File: config.mk
export PLATFORM = sky130hd
export DESIGN_NAME = input_ram_reader
export DESIGN_NICKNAME = d
export VERILOG_FILES = /design/src/rtl/dnn_pkg.sv /design/src/rtl/reader_skid_fifo.sv /design/src/rtl/input_ram_reader.sv
export SDC_FILE = /design/constraint.sdc
export NUM_CORES = 1
export LEC_CHECK = 0
export CAP_MARGIN = 20
export CORE_ASPECT_RATIO = 0.6
export CORE_UTILIZATION = 35
export DETAILED_ROUTE_END_ITERATION = 12
export SYNTH_ARGS = -nofsm -noshare
export SYNTH_HDL_FRONTEND = slang
export SYNTH_SLANG_ARGS = --single-unit
File: constraint.sdc
create_clock -name clk -period 4.3 [get_ports clk]
set_input_delay 0.86 -clock clk [delete_from_list [all_inputs] [get_ports clk]]
set_output_delay 0.86 -clock clk [all_outputs]
set_load 0.02 [all_outputs]
File: src/rtl/dnn_pkg.sv
// Shared definitions for the layer-input datapath.
//   DEF_D_WIDTH / DEF_A_WIDTH : default RAM data / address widths
//   LEN_WIDTH                 : burst length width for the default address width
//   rd_state_e                : input RAM reader sequencer states
package dnn_pkg;
  localparam int DEF_D_WIDTH = 16;
  localparam int DEF_A_WIDTH = 4;
  localparam int LEN_WIDTH   = DEF_A_WIDTH + 1;

  typedef enum logic [1:0] {
    IDLE  = 2'd0,
    RUN   = 2'd1,
    DRAIN = 2'd2
  } rd_state_e;
endpackage

File: src/rtl/reader_skid_fifo.sv
// Two-entry register FIFO sitting between the RAM read port and the stream
// output. Entry 0 is always the head, so rdata comes straight from a flop.
// Ports:
//   clk, rst   : clock, synchronous active-high reset
//   push/wdata : write one entry (caller guarantees room)
//   pop        : drop the head (caller guarantees count != 0)
//   rdata      : head entry
//   count      : occupancy 0..2
module reader_skid_fifo #(
  parameter int W = 17
) (
  input  logic         clk,
  input  logic         rst,
  input  logic         push,
  input  logic [W-1:0] wdata,
  input  logic         pop,
  output logic [W-1:0] rdata,
  output logic [1:0]   count
);
  logic [W-1:0] slot0_q, slot0_d;
  logic [W-1:0] slot1_q, slot1_d;
  logic [1:0]   count_q, count_d;
  logic [1:0]   occ;

  always_comb begin
    slot0_d = slot0_q;
    slot1_d = slot1_q;
    count_d = count_q;
    occ     = count_q;
    if (pop) begin
      slot0_d = slot1_q;
      occ     = count_q - 2'd1;
    end
    if (push) begin
      // Land the new word in the first free slot after any pop this cycle.
      if (occ == 2'd0) slot0_d = wdata;
      else             slot1_d = wdata;
      count_d = occ + 2'd1;
    end else begin
      count_d = occ;
    end
  end

  always_ff @(posedge clk) begin
    if (rst) begin
      slot0_q <= '0;
      slot1_q <= '0;
      count_q <= '0;
    end else begin
      slot0_q <= slot0_d;
      slot1_q <= slot1_d;
      count_q <= count_d;
    end
  end

  assign rdata = slot0_q;
  assign count = count_q;
endmodule

File: src/rtl/input_ram_reader.sv
// Read-side sequencer for the layer input buffer RAM. On start it reads
// `length` consecutive addresses from base_addr (wrapping), absorbs the RAM's
// one-cycle read latency, and streams the words over valid/ready with a last
// flag. Optional replay is enabled with the macro INPUT_RAM_READER_REPEAT_EN.
// Ports:
//   clk, rst               : clock, synchronous active-high reset
//   start/base_addr/length : burst request, taken only in IDLE
//   r_addr, ram_data       : RAM read port (data valid the cycle after r_addr)
//   out_data/out_valid/out_ready/out_last : output stream
//   busy, done             : burst in progress / one-cycle completion pulse
//   repeat_cnt, pass_last  : (INPUT_RAM_READER_REPEAT_EN only) pass count-1,
//                            last-word-of-each-pass marker
module input_ram_reader
  import dnn_pkg::*;
#(
  parameter int D_WIDTH = DEF_D_WIDTH,
  parameter int A_WIDTH = DEF_A_WIDTH
) (
  input  logic               clk,
  input  logic               rst,
  input  logic               start,
  input  logic [A_WIDTH-1:0] base_addr,
  input  logic [A_WIDTH:0]   length,
  output logic [A_WIDTH-1:0] r_addr,
  input  logic [D_WIDTH-1:0] ram_data,
  output logic [D_WIDTH-1:0] out_data,
  output logic               out_valid,
  input  logic               out_ready,
  output logic               out_last,
`ifdef INPUT_RAM_READER_REPEAT_EN
  input  logic [3:0]         repeat_cnt,
  output logic               pass_last,
`endif
  output logic               busy,
  output logic               done
);
  localparam int LW = A_WIDTH + 1;
`ifdef INPUT_RAM_READER_REPEAT_EN
  localparam int FW = D_WIDTH + 2;  // {pass_last, last, data}
`else
  localparam int FW = D_WIDTH + 1;  // {last, data}
`endif

  rd_state_e          state_q, state_d;
  logic [LW-1:0]      len_q, len_d;
  logic [LW-1:0]      issued_q, issued_d;
  logic [A_WIDTH-1:0] addr_q, addr_d;
  logic [A_WIDTH-1:0] r_hold_q, r_hold_d;
  logic               infl_q, infl_d;
  logic               infl_last_q, infl_last_d;
  logic               done_q, done_d;
  logic               busy_q, busy_d;
`ifdef INPUT_RAM_READER_REPEAT_EN
  logic [A_WIDTH-1:0] base_q, base_d;
  logic [3:0]         rep_q, rep_d;
  logic [3:0]         pass_q, pass_d;
  logic               infl_plast_q, infl_plast_d;
`endif

  logic [FW-1:0] fifo_wdata, fifo_rdata;
  logic [1:0]    fifo_count;
  logic          fifo_valid, pop, issue, last_idx, final_pass, head_last;
  logic [2:0]    occ;

  reader_skid_fifo #(.W(FW)) u_fifo (
    .clk   (clk),
    .rst   (rst),
    .push  (infl_q),
    .wdata (fifo_wdata),
    .pop   (pop),
    .rdata (fifo_rdata),
    .count (fifo_count)
  );

`ifdef INPUT_RAM_READER_REPEAT_EN
  assign fifo_wdata = {infl_plast_q, infl_last_q, ram_data};
  assign pass_last  = fifo_valid & fifo_rdata[D_WIDTH+1];
`else
  assign fifo_wdata = {infl_last_q, ram_data};
`endif

  assign fifo_valid = (fifo_count != 2'd0);
  assign pop        = fifo_valid & out_ready;
  assign head_last  = fifo_rdata[D_WIDTH];
  assign out_valid  = fifo_valid;
  assign out_data   = fifo_rdata[D_WIDTH-1:0];
  assign out_last   = fifo_valid & head_last;
  assign busy       = busy_q;
  assign done       = done_q;

  // Words owed to the FIFO once this cycle's pop retires. Counting the pop
  // lets a read issue every cycle at full rate while still never letting
  // queued plus returning data exceed the two slots.
  assign occ = {1'b0, fifo_count} + {2'b00, infl_q} - {2'b00, pop};

  always_comb begin
    issue      = (state_q == RUN) && (issued_q < len_q) && (occ < 3'd2);
    last_idx   = (issued_q == len_q - LW'(1));
`ifdef INPUT_RAM_READER_REPEAT_EN
    final_pass = (pass_q == rep_q);
`else
    final_pass = 1'b1;
`endif
    // Address is presented in the issue cycle and held afterwards.
    r_addr     = issue ? addr_q : r_hold_q;
  end

  always_comb begin
    state_d     = state_q;
    len_d       = len_q;
    issued_d    = issued_q;
    addr_d      = addr_q;
    r_hold_d    = r_addr;
    infl_d      = issue;
    infl_last_d = issue & last_idx & final_pass;
    done_d      = 1'b0;
    busy_d      = done_q ? 1'b0 : busy_q;
`ifdef INPUT_RAM_READER_REPEAT_EN
    base_d       = base_q;
    rep_d        = rep_q;
    pass_d       = pass_q;
    infl_plast_d = issue & last_idx;
`endif

    unique case (state_q)
      IDLE: begin
        if (start) begin
          len_d    = length;
          addr_d   = base_addr;
          issued_d = '0;
`ifdef INPUT_RAM_READER_REPEAT_EN
          base_d   = base_addr;
          rep_d    = repeat_cnt;
          pass_d   = '0;
`endif
          if (length != '0) begin
            state_d = RUN;
            busy_d  = 1'b1;
          end else begin
            done_d  = 1'b1;  // empty burst: acknowledge, stay idle
          end
        end
      end
      RUN: begin
        if (issue) begin
          addr_d   = addr_q + A_WIDTH'(1);
          issued_d = issued_q + LW'(1);
          if (last_idx) begin
            if (final_pass) begin
              state_d = DRAIN;
            end else begin
`ifdef INPUT_RAM_READER_REPEAT_EN
              // Restart the next pass immediately so there is no bubble.
              addr_d   = base_q;
              issued_d = '0;
              pass_d   = pass_q + 4'd1;
`endif
            end
          end
        end
      end
      DRAIN: begin
        if (pop && head_last) begin
          state_d = IDLE;
          done_d  = 1'b1;
        end
      end
      default: state_d = IDLE;
    endcase
  end

  always_ff @(posedge clk) begin
    if (rst) begin
      state_q     <= IDLE;
      len_q       <= '0;
      issued_q    <= '0;
      addr_q      <= '0;
      r_hold_q    <= '0;
      infl_q      <= 1'b0;
      infl_last_q <= 1'b0;
      done_q      <= 1'b0;
      busy_q      <= 1'b0;
`ifdef INPUT_RAM_READER_REPEAT_EN
      base_q       <= '0;
      rep_q        <= '0;
      pass_q       <= '0;
      infl_plast_q <= 1'b0;
`endif
    end else begin
      state_q     <= state_d;
      len_q       <= len_d;
      issued_q    <= issued_d;
      addr_q      <= addr_d;
      r_hold_q    <= r_hold_d;
      infl_q      <= infl_d;
      infl_last_q <= infl_last_d;
      done_q      <= done_d;
      busy_q      <= busy_d;
`ifdef INPUT_RAM_READER_REPEAT_EN
      base_q       <= base_d;
      rep_q        <= rep_d;
      pass_q       <= pass_d;
      infl_plast_q <= infl_plast_d;
`endif
    end
  end
endmodule

Word-level counts from Yosys, hierarchy flattened:

Cells that the tools add are included.

* output and inout port bits: 24
* flip-flop bits (word level): 60
* word-level logic and storage cells: 71

* add/subtract/negate cells: 7
* bitwise gates (word level): 4
* muxes and demuxes: 26
* reduce and logical (&&, ||, !) cells: 12
* magnitude comparators: 2
* equality and inequality tests: 8

Operator list (number)
* $mux 17: 3
* $mux 2: 7
* $mux 4: 3
* $mux 5: 2
* $ne 2x2->1 const B: 5
* $pmux 5 s2: 1
* $pmux 4 s2: 1
* $mux 1: 7
* $pmux 2 s3: 1
* $add 5x1->5 const B: 1
* $eq 5x5->1: 1
* $lt 5x5->1: 1
* $reduce_and 5->1: 1
* $reduce_bool 5->1: 1
* $sub 5x1->5 const B: 1
* $add 4x1->4 const B: 1
* $logic_not 2->1: 2
* $reduce_and 2->1: 2
* $reduce_bool 2->1: 2
* $add 2x1->3: 1
* $and 1x1->1: 3
* $logic_and 1x1->1: 3
* $lt 3x2->1 const B: 1
* $reduce_and 3->1: 1
* other kinds (7): 7

Longest topological paths before layout:

Gate-level depths: netlist of run 1.

* word-level depth: 7
* gate-level depth with buffers: 15
* gate-level depth less buffers: 13

By module:

Synthesis of run 1 repeated with hierarchy kept, for this count alone.

* cells, all modules: 319
* area, all modules: 2835.2 um2

By module, submodules not included
* reader_skid_fifo: seq. area each 720.7 um2, cells an instance 163, area an instance 1480.2 um2, instances 1
* input_ram_reader: seq. area each 480.5 um2, cells an instance 156, area an instance 1355.0 um2, instances 1

Least setup slack after synthesis of run 1:

OpenSTA, ideal clock, no wires.

* path type: input to output
* start: in out_ready
* end: out r_addr[0]
* setup slack: 204 ps
* arrival: 3236 ps
* cell stages on the path: 13
* path through: nand2b_1 -> clkinv_1 -> clkbuf_1 -> ha_1 -> inv_1 -> ha_1 -> inv_1 -> fa_1 -> and4bb_1 -> nand3_2 -> clkbuf_1 -> o21ai_0 -> nand2_1

* cells in the longest elaborated chain, start to end: 5

Ends and longest elaborated chain
* start: declaration: line input_ram_reader.sv:28 `input logic out_ready,`
* $and 1x1->1: line input_ram_reader.sv:83 `assign pop = fifo_valid & out_ready;`
* $sub 3x1->3: line input_ram_reader.sv:94 `assign occ = {1'b0, fifo_count} + {2'b00, infl_q} - {2'b00, pop};`
* $lt 3x2->1: line input_ram_reader.sv:97 `issue = (state_q == RUN) && (issued_q < len_q) && (occ < 3'd2);`
* $logic_and 1x1->1: line input_ram_reader.sv:97
* $mux 4: line input_ram_reader.sv:105 `r_addr = issue ? addr_q : r_hold_q;`
* end: declaration: line input_ram_reader.sv:24 `output logic [A_WIDTH-1:0] r_addr,`

Every way passes these cells.

Final worst setup path of run 1:

* start: in out_ready
* end: out r_addr[3]

Same word-level chain as after synthesis.

==> impl_metrics.csv, run 1 <==
group,metric,value,unit
drt,viasPerCell,5.08,
sta,finalCritPeriodShare,0.978,
floorplan,pin_count,53,
floorplan,start_util,0.365,
worst_setup_path,worstPathArrival,3.34,ns
layout,fin_nets,447,
run,max_cap_violations,0,
worst_setup_path,path_max_fanout,5,
power_and_ir_drop,p_comb_frac,0.318,
placement,dpl.hpwl,4.93,mm
logic_synthesis,synth_seq_area_share,0.413,
layout,antenna_cells,0,
floorplan,row_count,25,
clock_tree,hold_buffers,0,
worst_setup_path,cp-end-kind,"output pin",
global_route,grt-ovfl-total,0,
logic_synthesis,syn_nets,410,
clock_tree,cts_setup_buffers,0,
drt,totalWireLength,7.24,mm
clock_tree,cts_root_buf,"clkbuf_16",
sta,drv_slew,0,
sta,skew,0.00370,ns
sta,post-route-min-period,4.20,ns
power_and_ir_drop,leakage,0.00133,uW
worst_setup_path,worstSetupPathType,"in2out",
logic_synthesis,yosys-top-cells-area,"dfxtp_1 (41%), nand2_1 (9.9%), a21oi_1 (6.4%), ha_1 (5.2%), a311oi_1 (5.1%)",
drt,ant_nets,0,
power_and_ir_drop,p_clk_frac,0.332,
layout,final_util,0.468,
logic_synthesis,synth_warnings,0,
drt,drt_pre_antenna_iters,4,
layout,finalNonFillerCells,515,
power_and_ir_drop,switching_power,598,uW
sta,finalSetupViolations,0,
floorplan,die_h,72.6,um
clock_tree,clkSinkCount,60,
drt,vias,2618,
worst_setup_path,crit_required,3.44,ns
power_and_ir_drop,vdd_drop_max,0.229,mV
logic_synthesis,ys_ff_latch,60,
clock_tree,clockBufferDepth,2,
status,status,"finished, final reports clean",
power_and_ir_drop,cellPowerDensity,494,nW/um^2
clock_tree,clk_pin_slew,0.05,ns
logic_synthesis,yosysTopAreaCellShare,0.413,
placement,place_congestion,0.778,
worst_setup_path,r2r_cells,14,
logic_synthesis,avgSynthCellArea,7.91,um^2
power_and_ir_drop,p_int,1250,uW
min_path,min_path_type,"reg2reg",
logic_synthesis,yosysUniqueCellTypes,40,
global_route,grt_pass1_vias,2487,
drt,routedWlPerCell,14.1,um
floorplan,core,7980,um^2
global_route,grt_first_pass_wirelength,12.0,mm
global_route,antenna_found_initial,0,
logic_synthesis,yosys.area.top_type,"dfxtp_1",
clock_tree,htree_levels,3,
layout,drive_above_1_share,0.0909,
layout,area_growth_syn_to_layout,28.4,%
clock_tree,cts_inserted_buffers,9,
clock_tree,cts_tree,"done",
drt,drtIter0Drc,122,
sta,hold_viol_final,0,
placement,numPortBuffers,52,
floorplan,dieArea,8690,um^2
global_route,grt_use_total,0.181,
clock_tree,clk_latency,0.33,ns
min_path,hold_depth,2,
global_route,grt_max_degree,60,
power_and_ir_drop,swShare,0.324,
sta,worst_slew_pin_slew,1.13,ns
drt,drc,0,
logic_synthesis,synth_cells,368,
placement,dpl.cell_count,501,
sta,max_freq,238,MHz
floorplan,fp.dieW,120,um
logic_synthesis,synthesis.area,2910,um^2
sta,maxSlewHeadroom,0.244,
worst_setup_path,start_kind,"input port",
power_and_ir_drop,seq_power_share,0.350,
-- registers in the layout (all words and copies together), names as in the netlist --
name            cells
busy                1
u_fifo.rdata       17
infl_last_q         1
u_fifo.slot1_q     17
len_q               5
r_hold_q            4
state_q             2
u_fifo.count        2
issued_q            5
infl_q              1
addr_q              4
done                1
-- critical path, stage by stage --
cell             delay (ns)
clkdlybuf4s50_1        0.42
nand2b_1               0.11
clkinv_1               0.13
ha_4                   0.23
inv_1                  0.06
ha_1                   0.14
inv_1                  0.05
fa_1                   0.47
and4bb_2               0.29
and3_4                 0.25
nand3_1                0.10
nand2_1                0.10
buf_4                  0.14
-- power by group through the flow --
stage,clock network (uW),registers (uW),logic (uW)
3_5_place_dp,0,655,542
4_1_cts,626,645,550
2_1_floorplan,0,649,359
3_3_place_gp,0,654,532
5_1_grt,645,652,654
6_report,614,646,587
-- layout make-up --
type	instances	area, um^2
inverters	18	67.6
fillers	802	4240
multi-input cells	253	1490
clock buffers	13	240
flip-flops and latches	60	1200
well taps	108	135
repair buffers	63	601
-- layer usage --
metal	global-route usage	vias up	wire length, um
li1	-	1325	-
met1	0.251	1217	3780
met2	0.254	61	2890
met3	0.0539	15	406
met4	0.0917	0	157
met5	0	-	0
-- worst paths after layout --
kind,startpoint,to,slack [ns]
worst max-delay path,out_ready,r_addr[3],0.1
worst min-delay path,u_fifo.slot1_q[7],u_fifo.slot1_q[7],0.46
worst max register to register,u_fifo.count[0],issued_q[4],1.20
worst min register to register,u_fifo.slot1_q[7],u_fifo.slot1_q[7],0.46
-- Yosys cell counts, drive strengths merged --
cell / number
nor3: 5
a211oi: 5
or2: 1
nor2b: 2
nand4b: 1
o21a: 1
a31oi: 3
nand4: 1
o211ai: 2
clkinv: 1
dfxtp: 60
o22ai: 1
a21oi: 37
o32ai: 2
o21ai: 9
and4bb: 1
xnor2: 5
buf: 18
or4: 4
fa: 1
o31ai: 4
nor2: 34
xor2: 3
nand3: 10
a311oi: 17
clkbuf: 19
inv: 17
ha: 12
and3: 1
nor3b: 3
nor4b: 1
a211o: 1
a21o: 1
mux2i: 1
nand2: 77
nand2b: 7
-- what timing repair did --
item / 4_1_cts / 5_1_grt
resized for setup: 20 / 15
pin swaps: 0 / 3
endpoints found under the setup margin: 4 / 4
-- layout by cell type (no fill, tap or decap), types with 5 or more instances in the layout --
| cell | instances |
|---|---|
| a211oi_1 | 5 |
| a21oi_1 | 37 |
| a311oi_1 | 17 |
| buf_4 | 14 |
| clkbuf_16 | 9 |
| clkdlybuf4s50_1 | 47 |
| dfxtp_1 | 60 |
| ha_1 | 11 |
| inv_1 | 17 |
| nand2_1 | 77 |
| nand2b_1 | 7 |
| nand3_1 | 7 |
| nor2_1 | 34 |
| nor3_1 | 5 |
-- per-stage QoR --
stage               total power [uW]  TNS (ns)  hold slack [ns]  worst slack, ns  area [um^2]
floorplan                       1010         0            0.432            0.204         2910
global placement                1190     -1.43            0.442           -0.362         3430
detailed placement              1200     -1.58            0.450           -0.405         3430
CTS                             1820         0            0.457         0.000874         3680
global route                    1950  -0.00827            0.478         -0.00827         3740
finish                          1850         0            0.455           0.0962         3740
-- kinds of logic after synthesis --
group	share of synthesized area
xor gates and xnor gates	0.0241
and+or+nand+nor	0.227
AOI/OAI and AO/OA	0.182
buffers and inverters	0.0929
DFF	0.413
muxes	0.00344
adders and majority gates	0.0585
No activity file was read; power rests on OpenSTA's default activity.
==> run 2, diff against run 1 <==
- GPL_ROUTABILITY_DRIVEN: not set -> 0
==> results of run 2 <==
No change in the layout: final DEF, timing and power equal those of run 1.
==> run 3, diff against run 2 <==
- SETUP_SLACK_MARGIN: not set -> 0.5
==> impl_metrics.csv, run 3 (synthesis gave the netlist of run 1 again) <==
group,metric,value,unit
sta,setup_ws,0.615,ns
sta,max_freq,271,MHz
worst_setup_path,slowest_stage,"fa_1",
sta,finalSetupViolations,0,
worst_setup_path,crit_buf_inv,5,
worst_setup_path,worstPathArrival,2.82,ns
worst_setup_path,worstSetupPathType,"in2out",
power_and_ir_drop,total_power,2150,uW
layout,final_cell_mix,"nand2_1 (73), dfxtp_1 (59), clkdlybuf4s50_1 (46)",
clock_tree,clkSinkCount,60,
floorplan,start_util,0.365,
status,status,"finished, final reports clean",
layout,area_growth_syn_to_layout,36.1,%
worst_setup_path,path_max_fanout,5,
run,max_cap_violations,0,
drt,vias,2611,
worst_setup_path,crit_path_cell_trace,"buf_6, nand2b_4, clkinv_4, ha_4, inv_4, ha_4, inv_1, fa_1, and4bb_2, and3_4, nand3_2, nand2_2, buf_6",
drt,totalWireLength,7.03,mm
worst_setup_path,slowest_delay,0.46,ns
layout,final_util,0.496,
placement,dpl.hpwl,4.71,mm
global_route,grt-ovfl-total,0,
sta,drv_slew,0,
power_and_ir_drop,vdd_drop_max,0.277,mV
sta,finalCritPeriodShare,0.857,
clock_tree,cts_root_buf,"clkbuf_16",
worst_setup_path,start_kind,"input port",
sta,post-route-min-period,3.68,ns
worst_setup_path,crit_required,3.44,ns
drt,drt_pre_antenna_iters,4,
clock_tree,clockBufferDepth,2,
placement,post-place-ws,-0.370,ns
clock_tree,cts_inserted_buffers,9,
layout,final_common_cell,"nand2_1",
layout,multi_input_area,1560,um^2
power_and_ir_drop,cellPowerDensity,542,nW/um^2
global_route,grt_max_degree,60,
drt,ant_nets,0,
global_route,grt_use_total,0.182,
floorplan,fp.dieW,120,um
min_path,min_path_type,"reg2reg",
layout,num-fill-cells,744,
sta,tns,0,ns
sta,maxSlewHeadroom,0.556,
layout,antenna_cells,0,
clock_tree,cts_tree,"done",
layout,register_area,1200,um^2
sta,skew,0.00491,ns
power_and_ir_drop,leakage,0.00141,uW
global_route,grt_first_pass_wirelength,12.1,mm
worst_setup_path,crit_family,"simple AND/OR/NAND/NOR gates",
sta,rsz0062_at_grt,"no",
clock_tree,clk_pin_slew,0.05,ns
global_route,grt_pass1_vias,2416,
floorplan,core,7980,um^2
drt,viasPerCell,5.03,
floorplan,die_h,72.6,um
clock_tree,htree_levels,3,
drt,drc,0,
floorplan,row_count,25,
sta,worst_slew_pin_slew,0.666,ns
worst_setup_path,cp-end-kind,"output pin",
layout,fin_nets,449,
sta,hold_viol_final,0,
placement,numPortBuffers,52,
drt,drtIter0Drc,153,
sta,hold_ws,0.453,ns
clock_tree,clk_latency,0.33,ns
layout,drive_above_1_share,0.144,
global_route,antenna_found_initial,0,
drt,routedWlPerCell,13.5,um
floorplan,dieArea,8690,um^2
floorplan,pin_count,53,
## run 3: cell types whose count changed in the layout (fill, tap and decap cells not counted), sizes merged
cell,delta
bufinv,+4
buf,+3
clkbuf,-3
clkdlybuf4s50,-1
clkinv,+1
## run 3: timing repair
| action | CTS | global route |
|---|---|---|
| pin swaps | 6 | 3 |
| gates resized for setup | 38 | 14 |
| setup buffers | 1 | 1 |
| setup endpoints to repair | 4 | 4 |
| hold buffers | 0 | 0 |
## run 3: cell type report
cell class | instances | share of cell area
Multi-Input combinational cell | 253 | 0.393
Sequential cell | 60 | 0.304
Timing Repair Buffer | 65 | 0.160
Clock buffer | 10 | 0.0578
Tap cell | 108 | 0.0341
Clock inverter | 5 | 0.0316
Inverter | 18 | 0.0196
## run 3: final timing paths
check,endpoint,slack [ns],startpoint,cells past startpoint
worst min-delay path,u_fifo.slot1_q[10],0.45,u_fifo.slot1_q[10],2
worst max register to register,issued_q[3],1.39,u_fifo.count[1],14
worst min register to register,u_fifo.slot1_q[10],0.45,u_fifo.slot1_q[10],2
worst max-delay path,r_addr[0],0.62,out_ready,13
## run 3: per-stage QoR
stage / instance area [um^2] / instances
final: 3960 / 519
after global routing: 3960 / 519
after CTS: 3880 / 517
after detailed placement: 3470 / 501
after global placement: 3470 / 501
after floorplan: 2970 / 368
## run 3: worst register-to-register path: cells and delay by family (launching register included)
family                     cells  cell delay [ns]
adders and majority gates      4             0.91
DFF                            1             0.38
and+or+nand+nor                4             1.02
buffers and inverters          5             0.37
AOI/OAI and AO/OA              1             0.15
## run 3: layer usage
| layer | track usage | wire (um) | up-vias |
|---|---|---|---|
| met4 | 0.0694 | 105 | 0 |
| li1 | - | - | 1327 |
| met5 | 0 | 0 | - |
| met1 | 0.258 | 3670 | 1207 |
| met3 | 0.0688 | 415 | 11 |
| met2 | 0.247 | 2830 | 66 |
## run 3: where the power goes
part / internal [uW] / total, uW / switching [uW]
logic: 279 / 620 / 342
registers: 613 / 655 / 42.3
clock network: 620 / 871 / 251
